$ cat src/rtl/mmio_pkg.sv
// Address map constants for the MIPS150 memory-mapped I/O region.
package mmio_pkg;

    localparam logic [3:0]  MMIO_NIBBLE = 4'h8;
    localparam int unsigned CH_STRIDE   = 16;

    localparam logic [3:0]  RX_STAT = 4'h0;
    localparam logic [3:0]  TX_STAT = 4'h4;
    localparam logic [3:0]  TX_DATA = 4'h8;
    localparam logic [3:0]  RX_DATA = 4'hC;

    localparam logic [27:0] CNT_BASE    = 28'h000_0100;
    localparam logic [3:0]  CNT_CYCLE   = 4'h0;
    localparam logic [3:0]  CNT_INSTRET = 4'h4;
    localparam logic [3:0]  CNT_CLEAR   = 4'h8;

    // Region-relative address of a counter register.
    function automatic logic [27:0] cnt_addr(input logic [3:0] off);
        return CNT_BASE | 28'(off);
    endfunction

endpackage

$ cat src/rtl/mmio_rx_fifo.sv
// Byte-wide receive FIFO; contents are discarded on reset by clearing the pointers.
module mmio_rx_fifo #(
    parameter int unsigned DEPTH = 4
) (
    input  logic       clk,
    input  logic       rst_n,
    input  logic       push,
    input  logic       pop,
    input  logic [7:0] din,
    output logic       full,
    output logic       empty,
    output logic [7:0] dout
);

    localparam int unsigned AW = (DEPTH > 1) ? $clog2(DEPTH) : 1;
    localparam int unsigned CW = AW + 1;

    logic [7:0]    mem [DEPTH];
    logic [AW-1:0] wr_ptr;
    logic [AW-1:0] rd_ptr;
    logic [CW-1:0] count;

    always_ff @(posedge clk) begin
        if (push) begin
            mem[wr_ptr] <= din;
        end
    end

    always_ff @(posedge clk or negedge rst_n) begin
        if (!rst_n) begin
            wr_ptr <= '0;
            rd_ptr <= '0;
            count  <= '0;
        end else begin
            if (push) begin
                wr_ptr <= wr_ptr + AW'(1);
            end
            if (pop) begin
                rd_ptr <= rd_ptr + AW'(1);
            end
            count <= count + CW'(push) - CW'(pop);
        end
    end

    assign full  = (count == CW'(DEPTH));
    assign empty = (count == '0);
    assign dout  = mem[rd_ptr];

endmodule

$ cat src/rtl/mmio_ctrl.sv
// MMIO controller: UART channels, cycle/instret counters and a registered read port.
module mmio_ctrl
    import mmio_pkg::*;
#(
    parameter int unsigned NUM_UART = 1,
    parameter int unsigned RX_DEPTH = 4,
    parameter int unsigned CNT_W    = 32
) (
    input  logic                  clk,
    input  logic                  rst_n,
    input  logic                  stall,
    input  logic [31:0]           cpu_addr,
    input  logic                  cpu_we,
    input  logic                  cpu_re,
    input  logic [31:0]           cpu_wdata,
    output logic [31:0]           cpu_rdata,
    output logic                  is_mmio,
    input  logic                  inst_retire,
    output logic [8*NUM_UART-1:0] uart_tx_data,
    output logic [NUM_UART-1:0]   uart_tx_valid,
    input  logic [NUM_UART-1:0]   uart_tx_ready,
    input  logic [8*NUM_UART-1:0] uart_rx_data,
    input  logic [NUM_UART-1:0]   uart_rx_valid,
    output logic [NUM_UART-1:0]   uart_rx_ready
);

    logic                live;
    logic                rd_live;
    logic                wr_live;
    logic                ch_space;
    logic                cnt_clear;
    logic [3:0]          ch_idx;
    logic [3:0]          reg_off;
    logic [NUM_UART-1:0] ch_sel;
    logic [NUM_UART-1:0] fifo_full;
    logic [NUM_UART-1:0] fifo_empty;
    logic [NUM_UART-1:0] fifo_push;
    logic [NUM_UART-1:0] fifo_pop;
    logic [7:0]          fifo_dout [NUM_UART];
    logic [NUM_UART-1:0] tx_pending;
    logic [7:0]          tx_byte [NUM_UART];
    logic [CNT_W-1:0]    cycle_cnt;
    logic [CNT_W-1:0]    instret_cnt;
    logic [31:0]         rd_mux;
    logic                unused_wdata;

    assign is_mmio   = (cpu_addr[31:28] == MMIO_NIBBLE);
    assign live      = is_mmio & (cpu_we | cpu_re) & ~stall;
    assign rd_live   = live & cpu_re;
    assign wr_live   = live & cpu_we;
    // Channel registers live only in the first 256 bytes of the region.
    assign ch_space  = (cpu_addr[27:8] == 20'h0);
    assign ch_idx    = 4'(cpu_addr[7:0] / 8'(CH_STRIDE));
    assign reg_off   = cpu_addr[3:0];
    assign cnt_clear = wr_live & (cpu_addr[27:0] == cnt_addr(CNT_CLEAR));

    assign unused_wdata = ^cpu_wdata[31:8];

    for (genvar g = 0; g < NUM_UART; g++) begin : g_ch
        assign ch_sel[g]    = ch_space & (ch_idx == 4'(g));
        assign fifo_push[g] = uart_rx_valid[g] & ~fifo_full[g];
        assign fifo_pop[g]  = rd_live & ch_sel[g] & (reg_off == RX_DATA) & ~fifo_empty[g];

        mmio_rx_fifo #(
            .DEPTH (RX_DEPTH)
        ) u_rx_fifo (
            .clk   (clk),
            .rst_n (rst_n),
            .push  (fifo_push[g]),
            .pop   (fifo_pop[g]),
            .din   (uart_rx_data[8*g +: 8]),
            .full  (fifo_full[g]),
            .empty (fifo_empty[g]),
            .dout  (fifo_dout[g])
        );

        assign uart_rx_ready[g]       = ~fifo_full[g];
        assign uart_tx_valid[g]       = tx_pending[g];
        assign uart_tx_data[8*g +: 8] = tx_byte[g];
    end

    // TX holding registers: a write is only taken when nothing is pending.
    always_ff @(posedge clk or negedge rst_n) begin
        if (!rst_n) begin
            tx_pending <= '0;
            for (int ch = 0; ch < NUM_UART; ch++) begin
                tx_byte[ch] <= '0;
            end
        end else begin
            for (int ch = 0; ch < NUM_UART; ch++) begin
                if (wr_live && ch_sel[ch] && (reg_off == TX_DATA) && !tx_pending[ch]) begin
                    tx_pending[ch] <= 1'b1;
                    tx_byte[ch]    <= cpu_wdata[7:0];
                end else if (tx_pending[ch] && uart_tx_ready[ch]) begin
                    tx_pending[ch] <= 1'b0;
                end
            end
        end
    end

    // Counters; a clear overrides the same-cycle increment.
    always_ff @(posedge clk or negedge rst_n) begin
        if (!rst_n) begin
            cycle_cnt   <= '0;
            instret_cnt <= '0;
        end else if (cnt_clear) begin
            cycle_cnt   <= '0;
            instret_cnt <= '0;
        end else begin
            cycle_cnt <= cycle_cnt + CNT_W'(1);
            if (inst_retire && !stall) begin
                instret_cnt <= instret_cnt + CNT_W'(1);
            end
        end
    end

    always_comb begin
        rd_mux = '0;
        for (int ch = 0; ch < NUM_UART; ch++) begin
            if (ch_sel[ch]) begin
                case (reg_off)
                    RX_STAT: rd_mux = {31'h0, !fifo_empty[ch]};
                    TX_STAT: rd_mux = {31'h0, (!tx_pending[ch] && uart_tx_ready[ch])};
                    RX_DATA: rd_mux = fifo_empty[ch] ? 32'h0 : {24'h0, fifo_dout[ch]};
                    default: rd_mux = '0;
                endcase
            end
        end
        if (cpu_addr[27:0] == cnt_addr(CNT_CYCLE)) begin
            rd_mux = 32'(cycle_cnt);
        end else if (cpu_addr[27:0] == cnt_addr(CNT_INSTRET)) begin
            rd_mux = 32'(instret_cnt);
        end
    end

    always_ff @(posedge clk or negedge rst_n) begin
        if (!rst_n) begin
            cpu_rdata <= '0;
        end else if (rd_live) begin
            cpu_rdata <= rd_mux;
        end
    end

endmodule

$ cat config.mk
export PLATFORM = sky130hd
export DESIGN_NAME = mmio_ctrl
export DESIGN_NICKNAME = d
export VERILOG_FILES = /design/src/rtl/mmio_pkg.sv /design/src/rtl/mmio_rx_fifo.sv /design/src/rtl/mmio_ctrl.sv
export SDC_FILE = /design/constraint.sdc
export NUM_CORES = 1
export LEC_CHECK = 0
export BUFFER_PORTS_ARGS = -buffer_cell sky130_fd_sc_hd__buf_2
export CAP_MARGIN = 20
export CORE_ASPECT_RATIO = 1.1
export CORE_MARGIN = 2
export CORE_UTILIZATION = 40
export CTS_CLUSTER_DIAMETER = 80
export DETAILED_ROUTE_END_ITERATION = 10
export PLACE_DENSITY_LB_ADDON = 0.2
export SLEW_MARGIN = 10
export SYNTH_ARGS = -nofsm -noshare
export SYNTH_HDL_FRONTEND = slang
export SYNTH_SLANG_ARGS = --single-unit
export TNS_END_PERCENT = 30
$ cat constraint.sdc
create_clock -name clk -period 3.96 [get_ports clk]
set_input_delay 0.198 -clock clk [delete_from_list [all_inputs] [get_ports clk]]
set_output_delay 0.198 -clock clk [all_outputs]
set_load 0.005 [all_outputs]
==> results of run 1 <==
synth_stat cells, types with 5 or more instances:
library cell | count | share of area
a21oi_1 | 9 | 0.0064
a221oi_2 | 20 | 0.043
a22o_1 | 7 | 0.0087
and3_1 | 18 | 0.016
and4_1 | 7 | 0.0087
buf_2 | 5 | 0.0036
buf_6 | 10 | 0.016
clkbuf_1 | 8 | 0.0043
dfrtp_1 | 112 | 0.40
edfxtp_1 | 32 | 0.14
ha_1 | 8 | 0.014
inv_1 | 12 | 0.0064
mux2_1 | 8 | 0.013
mux4_2 | 7 | 0.022
nand2_1 | 33 | 0.018
nand3_1 | 20 | 0.014
nand4_1 | 27 | 0.024
nor2_1 | 121 | 0.065
nor2b_1 | 10 | 0.0089
nor3_1 | 6 | 0.0043
nor4_1 | 6 | 0.0054
o21ai_0 | 12 | 0.0086
xnor2_1 | 17 | 0.021
xor2_1 | 47 | 0.059
layout make-up:
type / count / area, um^2
clock inverter: 14 / 191
fill: 1547 / 8600
timing repair buffer: 127 / 753
multi-input combinational: 423 / 3000
clock buffer: 18 / 429
tap: 234 / 293
inverter: 13 / 48.8
sequential: 144 / 3760
worst max-delay path: stages (launching register included):
cell and delay (ns):
dfrtp_1 0.43, nor3_1 0.11, nand4b_1 0.47, nor4_4 0.42, ha_1 0.28, inv_1 0.06, ha_1 0.14, inv_1 0.05
fa_1 0.37, xnor2_1 0.20, xnor2_1 0.15
stage by stage:
step / setup slack (ns) / total power (uW)
after floorplan: 1.54 / 2070
after global placement: 1.09 / 2260
after detailed placement: 1.03 / 2290
after CTS: 1.15 / 3980
after global routing: 0.975 / 4120
final: 1.20 / 3940
per-layer routing:
| metal | wire, um | up-vias | global-route usage |
|---|---|---|---|
| li1 | - | 2412 | - |
| met1 | 6820 | 2504 | 0.236 |
| met2 | 8010 | 125 | 0.306 |
| met3 | 763 | 12 | 0.0382 |
| met4 | 138 | 0 | 0.0589 |
| met5 | 0 | - | 0 |
worst paths after layout:
check,end,from,depth (start not counted)
worst max-delay path,g_ch[0].u_rx_fifo.count[2],g_ch[0].u_rx_fifo.count[1],10
worst min-delay path,uart_tx_data[2],cpu_wdata[2],2
worst max register to register,g_ch[0].u_rx_fifo.count[2],g_ch[0].u_rx_fifo.count[1],10
worst min register to register,cpu_rdata[26],cpu_rdata[26],2
max in group asynchronous,cpu_rdata[21],rst_n,3
min in group asynchronous,cpu_rdata[28],rst_n,2
flip-flops by register name (all words and copies together), names as in the netlist:
signal,flops
cpu_rdata,32
cycle_cnt,32
g_ch.u_rx_fifo.count,3
g_ch.u_rx_fifo.mem,32
g_ch.u_rx_fifo.rd_ptr,2
g_ch.u_rx_fifo.wr_ptr,2
instret_cnt,32
uart_tx_data,8
uart_tx_valid,1
kinds of logic after synthesis:
| group | count (synthesis) | share of synthesized area |
|---|---|---|
| and+or+nand+nor | 276 | 0.214 |
| DFF | 144 | 0.537 |
| xor gates and xnor gates | 64 | 0.0800 |
| AOI/OAI and AO/OA | 56 | 0.0766 |
| buffers and inverters | 39 | 0.0359 |
| muxes | 18 | 0.0396 |
| adders and majority gates | 9 | 0.0171 |
repair_timing:
| action | in CTS | in global routing |
|---|---|---|
| endpoints found under the hold margin | 85 | 0 |
| hold buffers | 17 | 0 |
| setup buffers | 0 | 0 |
power by group:
group	internal, uW	switching, uW	total [uW]
Sequential	1700	104	1810
Clock	1050	630	1680
Combinational	210	244	454
==> summary.md, run 1 <==
| Metric | Value |
|---|---|
| Status | `completed` |
| Netlist cell types | `52` |
| Endpoints failing setup | `0` |
| Worst hold-check path type | `primary input to flop` |
| Arr. time, crit path | `3.10 ns` |
| RSZ-0062 raised after global routing | `false` |
| Grt ovf | `0` |
| Asr flop ratio synth | `0.778` |
| Vias | `5053` |
| Ant diodes | `0` |
| CTS H-tree lvls | `4` |
| CP Capture Type | `flop` |
| TritonRoute pass-1 iters | `5` |
| Area of the mapped netlist | `0.00701 mm^2` |
| Vias per Instance | `5.19` |
| Commonest non-fill, non-tap cell in the layout | `nor2_1` |
| Power density cells | `465 mW/mm^2` |
| Num CTS Buffers | `17` |
| Share of layout cells above drive strength 1 | `0.260` |
| # rows | `50` |
| Final instance area | `0.00848 mm^2` |
| Slew headroom | `0.337` |
| Util after Layout | `0.496` |
| Clock latency on the worst-skew pair | `0.42 ns` |
| Slew Limit Fails | `0` |
| GPL Wtd Cong | `0.804` |
| Avg Inst Size Synth | `11.6 um^2` |
| Vias in the first global route | `5105` |
| Final Critical Period | `2.76 ns` |
| Top_reg_cell synth | `dfrtp_1` |
| Initial antenna violation count | `0` |
| All-Layer GR Usage | `0.182` |
| Mapped Cells | `606` |
| Die width | `130 um` |
| Max VDD drop | `0.303 mV` |
| Pin slew with the least headroom to its limit | `0.990 ns` |
| Hold WS | `0.0151 ns` |
| Die H | `143 um` |
| DR WL/cell | `16.2 um` |
| Root buffer cell | `clkbuf_16` |
| Post-synth EDFFs | `32` |
| CTS tree | `yes` |
| Fin crit share | `0.696` |
| Max-Cap Viols | `0` |
| Final #Nets | `815` |
| Cells after DPL | `923` |
| Num ports | `123` |
| Ys Warns | `0` |
| Setup TNS | `0 ns` |
| Largest net degree at the start of global routing | `48` |
| Crit start category | `flop` |
| Clk_skew | `0.00694 ns` |
| Setup slack, reg-to-reg | `1.20 ns` |
| Most frequent cells in the layout | `nor2_1, dfrtp_1, buf_2` |
| P_leak | `0.00390 uW` |
| Residual DRC | `0` |
| Core area | `0.0171 mm^2` |
| Detailed-placement wirelength estimate | `11000 um` |
| Detailed Route Iter0 Violations | `295` |
| Clk slew on worst S/H paths | `0.06 ns` |
| Max Freq | `363 MHz` |
| Area Overhead vs Synth | `21.0%` |
| I/O Buffers | `98` |
| Post-Syn Nets | `695` |
| DIE AREA | `0.0186 mm^2` |
| Crit-path max FO | `8` |
| Sequential area share after synthesis | `0.537` |
| CTS Buffer Depth | `2` |
| Seq cells post-synth | `144` |
| Layout Cells excl Fill | `973` |
| CP Data Required Time | `4.30 ns` |
| Number of gates resized after cts | `0` |
| CTS Sinks | `144` |
| Antenna-violating nets left | `0` |
| Placed Instance Area | `0.00768 mm^2` |
| Global-route wire length before repair | `26100 um` |
| WS Path Type | `flop to flop` |
| Final hold vios | `0` |
| Initial Util | `0.410` |
| Final wirelength | `15700 um` |
Power figures use the tool's default switching activity.
==> run 2, diff against run 1 <==
clock period = 2.2 ns   (was 3.96 ns; I/O delays follow)
==> summary.md, run 2 (same netlist as run 1, synthesis figures left out) <==
| Metric | Value |
|---|---|
| Status | `finished, violations left` |
| Failing checks | `negative setup slack` |
| Largest net degree at the start of global routing | `56 (+17%)` |
| Reg2Reg Launch Point | `g_ch[0].u_rx_fifo.count[0]` |
| CTS H-tree lvls | `4 (unchanged)` |
| # rows | `50 (unchanged)` |
| DR WL/cell | `15.9 um (-1.4%)` |
| Setup slack, reg-to-reg | `-0.01 ns (-1.21 ns)` |
| CTS tree | `yes` |
| Max-Cap Viols | `0 (unchanged)` |
| Total power | `6830 uW (+73%)` |
| CP Launch Point | `g_ch[0].u_rx_fifo.count[0]` |
| Detailed-placement wirelength estimate | `11100 um (+1.0%)` |
| Initial Util | `0.410 (unchanged)` |
| Gate power share | `0.136 (+0.021)` |
| Grt ovf | `0 (unchanged)` |
| CTS Sinks | `144 (unchanged)` |
| Vias | `5099 (+0.91%)` |
| Commonest non-fill, non-tap cell in the layout | `nor2_1` |
| Root buffer cell | `clkbuf_16` |
| WS Path Type | `flop to flop` |
| Global-route wire length before repair | `26200 um (+0.26%)` |
| DIE AREA | `0.0186 mm^2 (unchanged)` |
| Share of power burned in registers | `0.475 (+0.017)` |
| Max Freq | `453 MHz (+25%)` |
| GPL Wtd Cong | `0.805 (+0.15%)` |
| Max VDD drop | `0.571 mV (+88%)` |
| Reg2reg end | `g_ch[0].u_rx_fifo.count[2]` |
| Final instance area | `0.00866 mm^2 (+2.1%)` |
| P_leak | `0.00400 uW (+2.6%)` |
| Final Critical Period | `2.21 ns (-0.548 ns)` |
| Int Power | `5060 uW (+71%)` |
| TritonRoute pass-1 iters | `4 (-1)` |
| Slew headroom | `0.620 (+0.283)` |
| R2R depth | `10 (unchanged)` |
| Clk slew on worst S/H paths | `0.06 ns (about the same)` |
| Initial antenna violation count | `0 (unchanged)` |
| Arr. time, crit path | `2.51 ns (-0.59 ns)` |
| Num ports | `123 (unchanged)` |
| I/O Buffers | `98 (unchanged)` |
| Final #Nets | `839 (+2.9%)` |
| Setup TNS | `-0.00972 ns (-0.00972 ns)` |
| Placed Instance Area | `0.00788 mm^2 (+2.5%)` |
| CTS Buffer Depth | `2 (unchanged)` |
| Fin crit share | `1.00 (+0.308)` |
| Slew Limit Fails | `0 (unchanged)` |
| Share of layout cells above drive strength 1 | `0.282 (+0.0220)` |
| Util after Layout | `0.507 (+0.0105)` |
| All-Layer GR Usage | `0.181 (-0.00118)` |
| Core area | `0.0171 mm^2 (unchanged)` |
| Crit path to | `g_ch[0].u_rx_fifo.count[2]` |
| Metal3 WL | `563 um (-26%)` |
| Pin slew with the least headroom to its limit | `0.570 ns (-0.419 ns)` |
| Switching share of power | `0.259 (+0.0111)` |
| Die H | `143 um (unchanged)` |
| Met2 Wirelength | `8260 um (+3.1%)` |
| Clock latency on the worst-skew pair | `0.41 ns (about the same)` |
| Num CTS Buffers | `17 (unchanged)` |
| Clock share of power | `0.389 (-0.037)` |
| Die width | `130 um (unchanged)` |
| Final wirelength | `15900 um (+1.0%)` |
| CP Data Required Time | `2.50 ns (-1.80 ns)` |
| Vias per Instance | `5.11 (-1.5%)` |
| Antenna-violating nets left | `0 (unchanged)` |
| Area Overhead vs Synth | `23.5%` |
| Power density cells | `789 mW/mm^2 (+70%)` |
| Uppermost routed layer | `met4` |
| RSZ-0062 raised after global routing | `true` |
| Crit start category | `flop` |
| Vias in the first global route | `5214 (+2.1%)` |
| Residual DRC | `0 (unchanged)` |
| CP Capture Type | `flop` |
| Detailed Route Iter0 Violations | `243 (-18%)` |
| Net Switching | `1770 uW (+81%)` |
| Crit-path max FO | `2 (-6)` |
| Ant diodes | `0 (unchanged)` |
| Wl on met1 | `6900 um (+1.2%)` |
| Most frequent cells in the layout | `nor2_1, dfrtp_1, buf_2` |
| Clk_skew | `0.00945 ns (+0.00250 ns)` |
| Worst hold-check path type | `primary input to flop` |
| Endpoints failing setup | `1 (+1)` |
| Final hold vios | `0 (unchanged)` |
| Worst Slack Setup Final | `-0.00972 ns (-1.21 ns)` |
==> run 2: cell type report <==
cell class / count / area (um^2)
clock buffer: 18 / 429
multi-input combinational: 423 / 3020
fill: 1549 / 8420
sequential: 144 / 3760
inverter: 13 / 51.3
timing repair buffer: 151 / 986
clock inverter: 14 / 118
tap: 234 / 293
==> run 2: per-layer routing <==
| layer | up-vias | GRT usage |
|---|---|---|
| li1 | 2448 | - |
| met1 | 2510 | 0.225 |
| met2 | 126 | 0.312 |
| met3 | 15 | 0.0348 |
| met4 | 0 | 0.0679 |
| met5 | - | 0 |
==> run 2: repair_timing <==
action	in CTS	in global routing
hold endpoints to repair	81	0
setup endpoints to repair	1	2
pin swaps	0	3
buffers inserted	1	5
resized for setup	1	1
hold buffers	18	0
==> run 2: worst min path at each step <==
stage	from	end	slack (ns)	cells past startpoint
after floorplan	rst_n	cpu_rdata[0]	-0.19	0
after global placement	rst_n	cpu_rdata[23]	0.14	1
after detailed placement	rst_n	cpu_rdata[24]	0.15	1
after CTS	uart_rx_valid	g_ch[0].u_rx_fifo.wr_ptr[0]	0.17	3
after global routing	uart_rx_valid	g_ch[0].u_rx_fifo.wr_ptr[0]	0.22	3
final	uart_rx_valid	g_ch[0].u_rx_fifo.wr_ptr[0]	0.18	3
==> run 2: worst max-delay path: stages, from the launching register on <==
cell,delay (ns)
dfrtp_1,0.38
nor3_2,0.06
nand4b_1,0.24
nor4_4,0.28
ha_1,0.27
inv_1,0.06
ha_1,0.13
inv_1,0.05
fa_2,0.36
xnor2_2,0.15
xnor2_1,0.12
==> run 2: power groups by stage <==
stage	Sequential [uW]	Combinational [uW]	Clock, uW
6_report	3250	931	2660
5_1_grt	3290	1070	2820
4_1_cts	3260	884	2710
3_5_place_dp	3300	854	0
3_3_place_gp	3280	815	0
2_1_floorplan	3280	457	0
==> run 2: stage by stage <==
step / setup slack, ns / hold slack [ns] / cells
6_report: -0.00972 / 0.183 / 997
5_1_grt: -0.148 / 0.216 / 997
4_1_cts: 0.00980 / 0.174 / 992
3_5_place_dp: -0.246 / 0.152 / 941
3_3_place_gp: -0.171 / 0.141 / 941
2_1_floorplan: -0.138 / -0.186 / 606
==> run 3, diff against run 2 <==
--- a/constraint.sdc
+++ b/constraint.sdc
@@ -3,2 +3,2 @@
 set_output_delay 0.11 -clock clk [all_outputs]
-set_load 0.005 [all_outputs]
+set_load 0.02 [all_outputs]
==> summary.md, run 3 (same netlist as run 1, synthesis figures left out) <==
| Metric | Value |
|---|---|
| Commonest non-fill, non-tap cell in the layout | `nor2_1` |
| TritonRoute pass-1 iters | `4 (unchanged)` |
| DR WL/cell | `16.0 um (+0.45%)` |
| CTS tree | `yes` |
| Clock latency on the worst-skew pair | `0.42 ns (about the same)` |
| Fin crit share | `0.995 (-0.00985)` |
| CTS Sinks | `144 (unchanged)` |
| All-Layer GR Usage | `0.183 (+0.00192)` |
| GPL Wtd Cong | `0.832 (+3.3%)` |
| Final Critical Period | `2.19 ns (-0.0217 ns)` |
| Detailed-placement wirelength estimate | `11300 um (+1.6%)` |
| CP Launch Point | `g_ch[0].u_rx_fifo.count[0]` |
| Setup slack, reg-to-reg | `0.01 ns (+0.02 ns)` |
| Num ports | `123 (unchanged)` |
| Most frequent cells in the layout | `nor2_1, dfrtp_1, buf_2` |
| Antenna-violating nets left | `0 (unchanged)` |
| Ant diodes | `0 (unchanged)` |
| Vias per Instance | `5.15 (+0.62%)` |
| Status | `completed` |
| Clk slew on worst S/H paths | `0.06 ns (about the same)` |
| Setup TNS | `0 ns (+0.00972 ns)` |
| Num CTS Buffers | `17 (unchanged)` |
| Placed Instance Area | `0.00789 mm^2 (+0.13%)` |
| Filler Cell Count | `1565 (+1.0%)` |
| Root buffer cell | `clkbuf_16` |
| Worst hold-check path type | `primary input to async pin` |
| Initial Util | `0.410 (unchanged)` |
| Final #Nets | `836 (-0.36%)` |
| Final hold vios | `0 (unchanged)` |
| Slew headroom | `0.648 (+0.0285)` |
| Worst Slack Setup Final | `0.0119 ns (+0.0217 ns)` |
| Clk_skew | `0.00765 ns (-0.00180 ns)` |
| Max-Cap Viols | `0 (unchanged)` |
| Worst slack, placed | `-0.310 ns (-0.0643 ns)` |
| Vias | `5115 (+0.31%)` |
| Slew Limit Fails | `0 (unchanged)` |
| CP Capture Type | `flop` |
| DIE AREA | `0.0186 mm^2 (unchanged)` |
| I/O Buffers | `98 (unchanged)` |
| Power density cells | `847 mW/mm^2 (+7.3%)` |
| Vias in the first global route | `5334 (+2.3%)` |
| Util after Layout | `0.512 (+0.00454)` |
| Final wirelength | `15900 um (+0.15%)` |
| Core area | `0.0171 mm^2 (unchanged)` |
| Die width | `130 um (unchanged)` |
| Pin slew with the least headroom to its limit | `0.528 ns (-0.0427 ns)` |
| Area Overhead vs Synth | `24.7%` |
| # rows | `50 (unchanged)` |
| Final instance area | `0.00874 mm^2 (+0.90%)` |
| Grt ovf | `0 (unchanged)` |
| Die H | `143 um (unchanged)` |
| RSZ-0062 raised after global routing | `true` |
| Reg2reg end | `g_ch[0].u_rx_fifo.count[2]` |
| FF+latch area | `0.00376 mm^2 (unchanged)` |
| Arr. time, crit path | `2.52 ns (about the same)` |
| R2R depth | `10 (unchanged)` |
| Crit start category | `flop` |
| Initial antenna violation count | `1 (+1)` |
| Crit path to | `g_ch[0].u_rx_fifo.count[2]` |
| Share of layout cells above drive strength 1 | `0.280 (-0.00152)` |
| CTS H-tree lvls | `4 (unchanged)` |
| Max VDD drop | `0.547 mV (-4.1%)` |
| P_leak | `0.00404 uW (+0.93%)` |
| Reg2Reg Launch Point | `g_ch[0].u_rx_fifo.count[0]` |
| Max Freq | `457 MHz (+0.99%)` |
| Largest net degree at the start of global routing | `37 (-34%)` |
| Global-route wire length before repair | `26400 um (+0.98%)` |
| CTS Buffer Depth | `2 (unchanged)` |
| Hold WS | `0.180 ns (-0.00369 ns)` |
| WS Path Type | `flop to flop` |
| Residual DRC | `0 (unchanged)` |
| Crit-path max FO | `3 (+1)` |
| Endpoints failing setup | `0 (-1)` |
| Detailed Route Iter0 Violations | `229 (-5.8%)` |
| Footprint of the multi-input gates | `0.00302 mm^2 (unchanged)` |
| CP Data Required Time | `2.53 ns (+0.03 ns)` |
[run 3: cell types whose count changed in the layout (fill, tap and decap cells not counted), sizes merged]
cell	before	now
bufinv	1	5
buf	133	130
clkinvlp	7	4
clkinv	5	3
clkbuf	18	19
[run 3: final cells by class]
cell class,instances,share of cell area
clock buffers,19,0.0495
clock inverters,13,0.0242
inverters,13,0.00616
multi-input cells,423,0.346
flip-flops and latches,144,0.431
well taps,234,0.0335
repair buffers,148,0.110
[run 3: power by group]
part	internal (uW)	total (uW)	switching (uW)
clock network	2010	3120	1110
registers	3070	3240	177
logic	432	1030	601
[run 3: timing repair]
| action | in CTS | in global routing |
|---|---|---|
| hold buffers | 18 | 0 |
| buffers inserted | 2 | 0 |
| gates resized for setup | 2 | 0 |
| hold endpoints to repair | 72 | 0 |
| endpoints found under the setup margin | 1 | 2 |
[run 3: how the worst min path moves through the flow]
| stage | startpoint | end | depth (start not counted) |
|---|---|---|---|
| detailed placement | rst_n | cpu_rdata[25] | 1 |
| finish | rst_n | cpu_rdata[25] | 2 |
| global route | uart_rx_valid | g_ch[0].u_rx_fifo.wr_ptr[0] | 3 |
| CTS | uart_rx_valid | g_ch[0].u_rx_fifo.wr_ptr[0] | 3 |
| floorplan | rst_n | cpu_rdata[0] | 0 |
| global placement | rst_n | cpu_rdata[25] | 1 |
[run 3: per-layer routing]
layer | vias up | GRT usage | part of all wire | routed length (um)
met3 | 33 | 0.0405 | 0.042 | 676
met5 | - | 0 | 0.00082 | 13
met4 | 2 | 0.0702 | 0.019 | 305
met1 | 2538 | 0.224 | 0.42 | 6670
met2 | 113 | 0.315 | 0.52 | 8250
li1 | 2429 | - | - | -
[run 3: through the flow]
stage	instances	total power (uW)
after CTS	994	7490
after global routing	994	7760
after global placement	942	4220
after detailed placement	942	4280
final	994	7400
after floorplan	606	3860
[run 3: worst max-delay path, stage by stage, from the launching register on]
cell and delay [ns]:
dfrtp_1 0.38, nor3_2 0.07, nand4b_1 0.25, nor4_4 0.21, ha_1 0.27, inv_1 0.06, ha_1 0.14, inv_1 0.05
fa_2 0.35, xnor2_2 0.15, xnor2_1 0.18
